## src/rtl/mc_pkg.sv

```systemverilog
// mc_pkg: opcodes, FSM state encodings, instruction classes and select codes for the multicycle controller
package mc_pkg;
    localparam int OPW    = 6;
    localparam int ALUOPW = 3;

    localparam logic [OPW-1:0] OP_ADD   = 6'b000000;
    localparam logic [OPW-1:0] OP_SUB   = 6'b000001;
    localparam logic [OPW-1:0] OP_ADDIU = 6'b000010;
    localparam logic [OPW-1:0] OP_AND   = 6'b010000;
    localparam logic [OPW-1:0] OP_ANDI  = 6'b010001;
    localparam logic [OPW-1:0] OP_ORI   = 6'b010010;
    localparam logic [OPW-1:0] OP_SLT   = 6'b011000;
    localparam logic [OPW-1:0] OP_SLL   = 6'b011100;
    localparam logic [OPW-1:0] OP_SW    = 6'b100110;
    localparam logic [OPW-1:0] OP_LW    = 6'b100111;
    localparam logic [OPW-1:0] OP_BEQ   = 6'b110000;
    localparam logic [OPW-1:0] OP_BNE   = 6'b110001;
    localparam logic [OPW-1:0] OP_BLTZ  = 6'b110010;
    localparam logic [OPW-1:0] OP_J     = 6'b111000;
    localparam logic [OPW-1:0] OP_JR    = 6'b111001;
    localparam logic [OPW-1:0] OP_JAL   = 6'b111010;
    localparam logic [OPW-1:0] OP_HALT  = 6'b111111;

    typedef enum logic [2:0] {
        S_IF     = 3'b000,
        S_ID     = 3'b001,
        S_EXE_LS = 3'b010,
        S_MEM    = 3'b011,
        S_WB_LD  = 3'b100,
        S_EXE_BR = 3'b101,
        S_EXE_AL = 3'b110,
        S_WB_AL  = 3'b111
    } state_t;

    typedef enum logic [3:0] {
        CL_ALU, CL_LW, CL_SW, CL_BR, CL_J, CL_JAL, CL_JR, CL_HALT, CL_NOP
    } cls_t;

    localparam logic [ALUOPW-1:0] ALU_ADD = 3'd0;
    localparam logic [ALUOPW-1:0] ALU_SUB = 3'd1;
    localparam logic [ALUOPW-1:0] ALU_SLL = 3'd2;
    localparam logic [ALUOPW-1:0] ALU_OR  = 3'd3;
    localparam logic [ALUOPW-1:0] ALU_AND = 3'd4;
    localparam logic [ALUOPW-1:0] ALU_SLT = 3'd5;

    localparam logic [1:0] PC_INC = 2'b00;
    localparam logic [1:0] PC_BR  = 2'b01;
    localparam logic [1:0] PC_RS  = 2'b10;
    localparam logic [1:0] PC_JMP = 2'b11;

    localparam logic [1:0] RD_RA = 2'b00;
    localparam logic [1:0] RD_RT = 2'b01;
    localparam logic [1:0] RD_RD = 2'b10;
endpackage

```

## src/rtl/multicycle_ctrl_if.sv

```systemverilog
// multicycle_ctrl_if: opcode/flag inputs and datapath control outputs of the multicycle controller
interface multicycle_ctrl_if;
    logic [mc_pkg::OPW-1:0]    Opcode;
    logic                      Zero;
    logic                      Sign;
    logic                      PCWre;
    logic [1:0]                PCSrc;
    logic                      IRWre;
    logic                      RegWre;
    logic [1:0]                RegDst;
    logic                      WrRegDSrc;
    logic                      ALUSrcA;
    logic                      ALUSrcB;
    logic                      ExtSel;
    logic [mc_pkg::ALUOPW-1:0] ALUOp;
    logic                      mRD;
    logic                      mWR;
    logic                      DBDataSrc;
    logic [2:0]                State;

    modport master (
        input  Opcode, Zero, Sign,
        output PCWre, PCSrc, IRWre, RegWre, RegDst, WrRegDSrc, ALUSrcA, ALUSrcB,
               ExtSel, ALUOp, mRD, mWR, DBDataSrc, State
    );
    modport slave (
        output Opcode, Zero, Sign,
        input  PCWre, PCSrc, IRWre, RegWre, RegDst, WrRegDSrc, ALUSrcA, ALUSrcB,
               ExtSel, ALUOp, mRD, mWR, DBDataSrc, State
    );
endinterface

```

## src/rtl/ctrl_decode.sv

```systemverilog
// ctrl_decode: opcode to instruction class and the static datapath selects
module ctrl_decode import mc_pkg::*; (
    input  logic [OPW-1:0]    opcode,
    output cls_t              cls,
    output logic [1:0]        reg_dst,
    output logic              wr_reg_d_src,
    output logic              alu_src_a,
    output logic              alu_src_b,
    output logic              ext_sel,
    output logic              db_data_src,
    output logic [ALUOPW-1:0] alu_op
);
    always_comb begin
        cls          = CL_NOP;
        reg_dst      = RD_RT;
        wr_reg_d_src = 1'b1;
        alu_src_a    = 1'b0;
        alu_src_b    = 1'b0;
        ext_sel      = 1'b0;
        db_data_src  = 1'b0;
        alu_op       = ALU_ADD;
        case (opcode)
            OP_ADD:   begin cls = CL_ALU; reg_dst = RD_RD; end
            OP_SUB:   begin cls = CL_ALU; reg_dst = RD_RD; alu_op = ALU_SUB; end
            OP_ADDIU: begin cls = CL_ALU; alu_src_b = 1'b1; ext_sel = 1'b1; end
            OP_AND:   begin cls = CL_ALU; reg_dst = RD_RD; alu_op = ALU_AND; end
            OP_ANDI:  begin cls = CL_ALU; alu_src_b = 1'b1; alu_op = ALU_AND; end
            OP_ORI:   begin cls = CL_ALU; alu_src_b = 1'b1; alu_op = ALU_OR; end
            OP_SLT:   begin cls = CL_ALU; reg_dst = RD_RD; alu_op = ALU_SLT; end
            OP_SLL:   begin cls = CL_ALU; reg_dst = RD_RD; alu_src_a = 1'b1; alu_op = ALU_SLL; end
            OP_SW:    begin cls = CL_SW; alu_src_b = 1'b1; ext_sel = 1'b1; end
            OP_LW:    begin cls = CL_LW; alu_src_b = 1'b1; ext_sel = 1'b1; db_data_src = 1'b1; end
            OP_BEQ, OP_BNE, OP_BLTZ: begin cls = CL_BR; ext_sel = 1'b1; alu_op = ALU_SUB; end
            OP_J:     cls = CL_J;
            OP_JR:    cls = CL_JR;
            OP_JAL:   begin cls = CL_JAL; reg_dst = RD_RA; wr_reg_d_src = 1'b0; end
            OP_HALT:  cls = CL_HALT;
            default:  cls = CL_NOP;
        endcase
    end
endmodule

```

## src/rtl/multicycle_ctrl.sv

```systemverilog
// multicycle_ctrl: five-phase instruction sequencer issuing one PCWre strobe per instruction
module multicycle_ctrl import mc_pkg::*; (
    input  logic CLK,
    input  logic RST,
    multicycle_ctrl_if.master bus
);
    state_t state_q, state_d;
    logic   halt_q, halt_d, pcwre_q, pcwre_d;
    cls_t   cls;
    logic   run, taken, id_fin;

    ctrl_decode u_dec (
        .opcode      (bus.Opcode),
        .cls         (cls),
        .reg_dst     (bus.RegDst),
        .wr_reg_d_src(bus.WrRegDSrc),
        .alu_src_a   (bus.ALUSrcA),
        .alu_src_b   (bus.ALUSrcB),
        .ext_sel     (bus.ExtSel),
        .db_data_src (bus.DBDataSrc),
        .alu_op      (bus.ALUOp)
    );

    always_comb begin
        state_d = state_q;
        halt_d  = halt_q;
        case (state_q)
            S_IF:     state_d = S_ID;
            S_ID:     begin
                state_d = cls == CL_ALU ? S_EXE_AL :
                          (cls == CL_LW || cls == CL_SW) ? S_EXE_LS :
                          cls == CL_BR ? S_EXE_BR :
                          cls == CL_HALT ? S_ID : S_IF;
                halt_d  = cls == CL_HALT;
            end
            S_EXE_AL: state_d = S_WB_AL;
            S_WB_AL:  state_d = S_IF;
            S_EXE_LS: state_d = S_MEM;
            S_MEM:    state_d = cls == CL_LW ? S_WB_LD : S_IF;
            S_WB_LD:  state_d = S_IF;
            S_EXE_BR: state_d = S_IF;
        endcase
        if (halt_q) begin
            state_d = state_q;
            halt_d  = 1'b1;
        end
        pcwre_d = (state_d inside {S_EXE_BR, S_WB_AL, S_WB_LD}) || (state_d == S_MEM && cls == CL_SW);
    end

    always_ff @(posedge CLK) begin
        if (!RST) begin
            state_q <= S_IF;
            halt_q  <= 1'b0;
            pcwre_q <= 1'b0;
        end else begin
            state_q <= state_d;
            halt_q  <= halt_d;
            pcwre_q <= pcwre_d;
        end
    end

    // The opcode is only valid once ID is entered, so ID-final strobes are decoded there directly
    assign run    = RST && !halt_q;
    assign id_fin = state_q == S_ID && (cls inside {CL_J, CL_JAL, CL_JR, CL_NOP});
    assign taken  = (bus.Opcode == OP_BEQ && bus.Zero) || (bus.Opcode == OP_BNE && !bus.Zero) ||
                    (bus.Opcode == OP_BLTZ && bus.Sign);

    assign bus.PCWre  = !RST || (run && (pcwre_q || id_fin));
    assign bus.PCSrc  = !run ? PC_INC :
                        state_q == S_ID ? (cls == CL_JR ? PC_RS : (cls == CL_J || cls == CL_JAL) ? PC_JMP : PC_INC) :
                        (state_q == S_EXE_BR && taken) ? PC_BR : PC_INC;
    assign bus.IRWre  = run && state_q == S_IF;
    assign bus.RegWre = run && (state_q == S_WB_AL || state_q == S_WB_LD || (state_q == S_ID && cls == CL_JAL));
    assign bus.mRD    = run && state_q == S_MEM && cls == CL_LW;
    assign bus.mWR    = run && state_q == S_MEM && cls == CL_SW;
    assign bus.State  = state_q;
endmodule

```

## src/flat_wrapper.sv

```systemverilog
// flat-port wrapper written by rule: the top's interface ports become plain ports
module multicycle_ctrl_flat import mc_pkg::*;
  (CLK, RST, bus_Opcode, bus_Zero, bus_Sign, bus_PCWre, bus_PCSrc, bus_IRWre, bus_RegWre, bus_RegDst, bus_WrRegDSrc, bus_ALUSrcA, bus_ALUSrcB, bus_ExtSel, bus_ALUOp, bus_mRD, bus_mWR, bus_DBDataSrc, bus_State);
  multicycle_ctrl_if bus_i ();
  input  logic CLK;
  input  logic RST;
  input wire logic [$bits(bus_i.Opcode)-1:0] bus_Opcode;
  input wire logic [$bits(bus_i.Zero)-1:0] bus_Zero;
  input wire logic [$bits(bus_i.Sign)-1:0] bus_Sign;
  output wire logic [$bits(bus_i.PCWre)-1:0] bus_PCWre;
  output wire logic [$bits(bus_i.PCSrc)-1:0] bus_PCSrc;
  output wire logic [$bits(bus_i.IRWre)-1:0] bus_IRWre;
  output wire logic [$bits(bus_i.RegWre)-1:0] bus_RegWre;
  output wire logic [$bits(bus_i.RegDst)-1:0] bus_RegDst;
  output wire logic [$bits(bus_i.WrRegDSrc)-1:0] bus_WrRegDSrc;
  output wire logic [$bits(bus_i.ALUSrcA)-1:0] bus_ALUSrcA;
  output wire logic [$bits(bus_i.ALUSrcB)-1:0] bus_ALUSrcB;
  output wire logic [$bits(bus_i.ExtSel)-1:0] bus_ExtSel;
  output wire logic [$bits(bus_i.ALUOp)-1:0] bus_ALUOp;
  output wire logic [$bits(bus_i.mRD)-1:0] bus_mRD;
  output wire logic [$bits(bus_i.mWR)-1:0] bus_mWR;
  output wire logic [$bits(bus_i.DBDataSrc)-1:0] bus_DBDataSrc;
  output wire logic [$bits(bus_i.State)-1:0] bus_State;
  assign bus_i.Opcode = bus_Opcode;
  assign bus_i.Zero = bus_Zero;
  assign bus_i.Sign = bus_Sign;
  assign bus_PCWre = bus_i.PCWre;
  assign bus_PCSrc = bus_i.PCSrc;
  assign bus_IRWre = bus_i.IRWre;
  assign bus_RegWre = bus_i.RegWre;
  assign bus_RegDst = bus_i.RegDst;
  assign bus_WrRegDSrc = bus_i.WrRegDSrc;
  assign bus_ALUSrcA = bus_i.ALUSrcA;
  assign bus_ALUSrcB = bus_i.ALUSrcB;
  assign bus_ExtSel = bus_i.ExtSel;
  assign bus_ALUOp = bus_i.ALUOp;
  assign bus_mRD = bus_i.mRD;
  assign bus_mWR = bus_i.mWR;
  assign bus_DBDataSrc = bus_i.DBDataSrc;
  assign bus_State = bus_i.State;
  multicycle_ctrl u_core (.CLK(CLK), .RST(RST), .bus(bus_i));
endmodule
```

## config.mk

```make
export PLATFORM = sky130hd
export DESIGN_NAME = multicycle_ctrl_flat
export DESIGN_NICKNAME = d
export VERILOG_FILES = /design/src/rtl/mc_pkg.sv /design/src/rtl/multicycle_ctrl_if.sv /design/src/rtl/ctrl_decode.sv /design/src/rtl/multicycle_ctrl.sv /design/src/flat_wrapper.sv
export SDC_FILE = /design/constraint.sdc
export NUM_CORES = 1
export LEC_CHECK = 0
export BUFFER_PORTS_ARGS = -buffer_cell sky130_fd_sc_hd__buf_4
export CORE_UTILIZATION = 40
export DETAILED_ROUTE_END_ITERATION = 6
export PLACE_DENSITY = 0.67
export SYNTH_ARGS = -nofsm -noshare
export SYNTH_HDL_FRONTEND = slang
export SYNTH_SLANG_ARGS = --single-unit
export TNS_END_PERCENT = 20
```

## constraint.sdc

```tcl
create_clock -name CLK -period 2.6 [get_ports CLK]
set_input_delay 0.52 -clock CLK [delete_from_list [all_inputs] [get_ports CLK]]
set_output_delay 0.52 -clock CLK [all_outputs]
set_load 0.05 [all_outputs]
```

==> impl_metrics.py <==
metrics = {
    "yosys": {
        "synth_edf_count": 0,
        "synthCells": 131,
        "seq_area_frac_synth": 0.120,
        "ys_types": 44,
        "ys_warn_count": 0,
        "ys_seq_elements": 5,
        "synth_fp_nets": 141,
        "synthArstFlopShare": 0,
        "syn_area_per_cell_um2": 6.39,
        "synth_ff_type": "dfxtp_1",
        "netlist_area_um2": 837,
    },
    "setup_path": {
        "critPathKind": "primary input to output pin",
        "endpoint_kind": "output pin",
        "cp_common_cell": "buf_4",
        "cpPeakStageDelay_ns": 0.30,
        "critPathArrivalTime_ns": 1.87,
        "path_cells": "buf_4 -> nand2b_4 -> mux2_4 -> o22a_4 -> a31oi_1 -> o21ai_0 -> buf_4",
        "path_max_fanout": 17,
        "cp.required_ns": 2.08,
        "cpMaxStageDelayCell": "mux2_4",
        "start_kind": "primary input",
        "r2r_slack_ns": 0.96,
    },
    "finish": {
        "syn_to_final_growth_pct": 28.7,
        "final_cell_mix": "buf_4, nand2_1, nor2_1, a21oi_1, nor2b_1",
        "final-seq-area_um2": 100,
        "antenna_cells": 0,
        "final_common_cell": "buf_4",
        "final_nets": 164,
        "multiInputGateArea_um2": 677,
        "layout-drive-gt1-share": 0.275,
        "post-route-util": 0.549,
        "nFillCells": 216,
    },
    "floorplanning": {
        "row_count": 16,
        "core-area_um2": 1960,
        "ios": 30,
        "die_y_um": 47.7,
        "start_util": 0.427,
        "die_area_um2": 2280,
        "fp.dieW_um": 47.7,
    },
    "clock_tree": {
        "cts_tree": "done",
        "clk_path_buf_depth": 2,
        "htree_levels": 1,
        "cts_resized": 0,
        "ctsHoldBuffers": 0,
        "cts_sinks": 5,
        "cts_root_buf": "clkbuf_4",
        "cts_made_buffers": 3,
        "cts_setup_buffers": 0,
        "clk_latency_ns": 0.26,
        "path_clk_slew_ns": 0.04,
    },
    "pwr": {
        "power_frac_comb": 0.468,
        "pwr-share-clk": 0.279,
        "internal_power_mw": 0.198,
        "switchingPower_mw": 0.148,
        "leakage_nw": 0.432,
        "p_sw_frac": 0.428,
        "cellPowerDensity_nw_per_um2": 321,
        "finalPower_mw": 0.345,
        "p_seq_frac": 0.253,
        "vdd_drop_max_v": 0.000260,
    },
    "global_route": {
        "grt_util_all_layers": 0.228,
        "grt_pass1_wl_um": 3680,
        "grt_overflow": 0,
        "grt_max_degree": 20,
        "grt_pass1_vias": 832,
        "antenna_found_initial": 0,
    },
    "timing": {
        "setup_viol": 0,
        "max_clock_freq_mhz": 419,
        "tightest_slew_ns": 0.443,
        "rsz0062_at_grt": "false",
        "slew_violations": 0,
        "holdWs_ns": 0.525,
        "slew-limit-headroom": 0.704,
        "period_needed_ns": 2.39,
        "fin_worst_skew_ns": 0.00335,
        "layout_worst_path_cycle_share": 0.918,
        "hold_viol": 0,
    },
    "detailed_routing": {
        "drt_iter0_markers": 26,
        "vias": 996,
        "dr.pass1.iters": 4,
        "drc_errors": 0,
        "postRouteAntennaNets": 0,
        "drt-total-wl_um": 2300,
        "detail_route.wl_per_cell_um": 12.8,
        "via_per_inst": 5.53,
    },
    "run": {
        "drv_cap": 0,
    },
    "worst_hold_path": {
        "hp-class": "primary input to flip-flop",
    },
    "placement": {
        "dp_hpwl_um": 1670,
        "port_buffers": 29,
        "place.gp.congestion": 0.790,
    },
    "outcome": {
        "status": "complete, no violations",
    },
}
power groups by stage:
stage | registers [mW] | logic (mW) | clock network [mW]
floorplan | 0.0932 | 0.115 | 0
global placement | 0.0887 | 0.160 | 0
detailed placement | 0.0889 | 0.161 | 0
CTS | 0.0872 | 0.162 | 0.100
global route | 0.0885 | 0.176 | 0.102
finish | 0.0875 | 0.162 | 0.0962
final timing paths:
check / from / depth (start not counted) / end
setup / recovery: bus_Opcode[4] / 7 / bus_PCWre
hold reg to reg: u_core.halt_q / 2 / u_core.halt_q
hold / removal: RST / 2 / u_core.bus.State[1]
setup reg to reg: u_core.bus.State[1] / 4 / u_core.pcwre_q
sequential cells by signal, indices dropped and copies added, names as in the netlist:
| name | cells |
|---|---|
| u_core.pcwre_q | 1 |
| u_core.bus.State | 3 |
| u_core.halt_q | 1 |
synth_stat cells, drive strengths merged, types with 2 or more instances:
cell type,instances,area (um2)
nand2,18,67.6
nor2,17,63.8
a21oi,11,55.1
clkbuf,7,26.3
nor2b,7,43.8
nor3,6,30.0
o21ai,6,30.0
buf,5,30.0
dfxtp,5,100
nand2b,5,38.8
inv,4,15.0
nor4,3,18.8
xnor2,3,26.3
a211oi,2,20.0
a22oi,2,15.0
a31oi,2,12.5
mux2,2,26.3
nand3,2,10.0
nand4bb,2,22.5
nor3b,2,15.0
nor4b,2,23.8
or2,2,12.5
or3,2,12.5
worst max-delay path: cells and delay by family:
kind / cells / cell delay, ns
AO/OA/AOI/OAI: 3 / 0.48
buffers and inverters: 2 / 0.39
AND/OR/NAND/NOR: 1 / 0.18
multiplexers: 1 / 0.30
area by class of cell:
cell class	count	share of cell area
clock buffer	4	0.0244
inverter	4	0.0139
multi-input combinational	110	0.628
sequential	5	0.0929
tap	27	0.0314
timing repair buffer	30	0.209
through the flow:
stage / cells / area (um2) / TNS (ns) / worst slack (ns)
finish: 180 / 1080 / 0 / 0.214
global route: 180 / 1080 / 0 / 0.0271
CTS: 180 / 1080 / 0 / 0.212
detailed placement: 176 / 1050 / 0 / 0.227
global placement: 176 / 1050 / 0 / 0.231
floorplan: 131 / 848 / -1.37 / -0.313
cell families after synthesis:
logic type,Yosys count,synth area share
AOI/OAI and AO/OA,32,0.259
DFF,5,0.120
muxes,2,0.0314
and+or+nand+nor,73,0.474
xor gates and xnor gates,3,0.0314
buffers and inverters,16,0.0852
layer usage:
layer | share of wire | global-route usage
met4 | 0.013 | 0.117
met5 | 0 | 0
met3 | 0.041 | 0.0113
met1 | 0.47 | 0.303
met2 | 0.48 | 0.370
(Power assumes the default switching activity.)
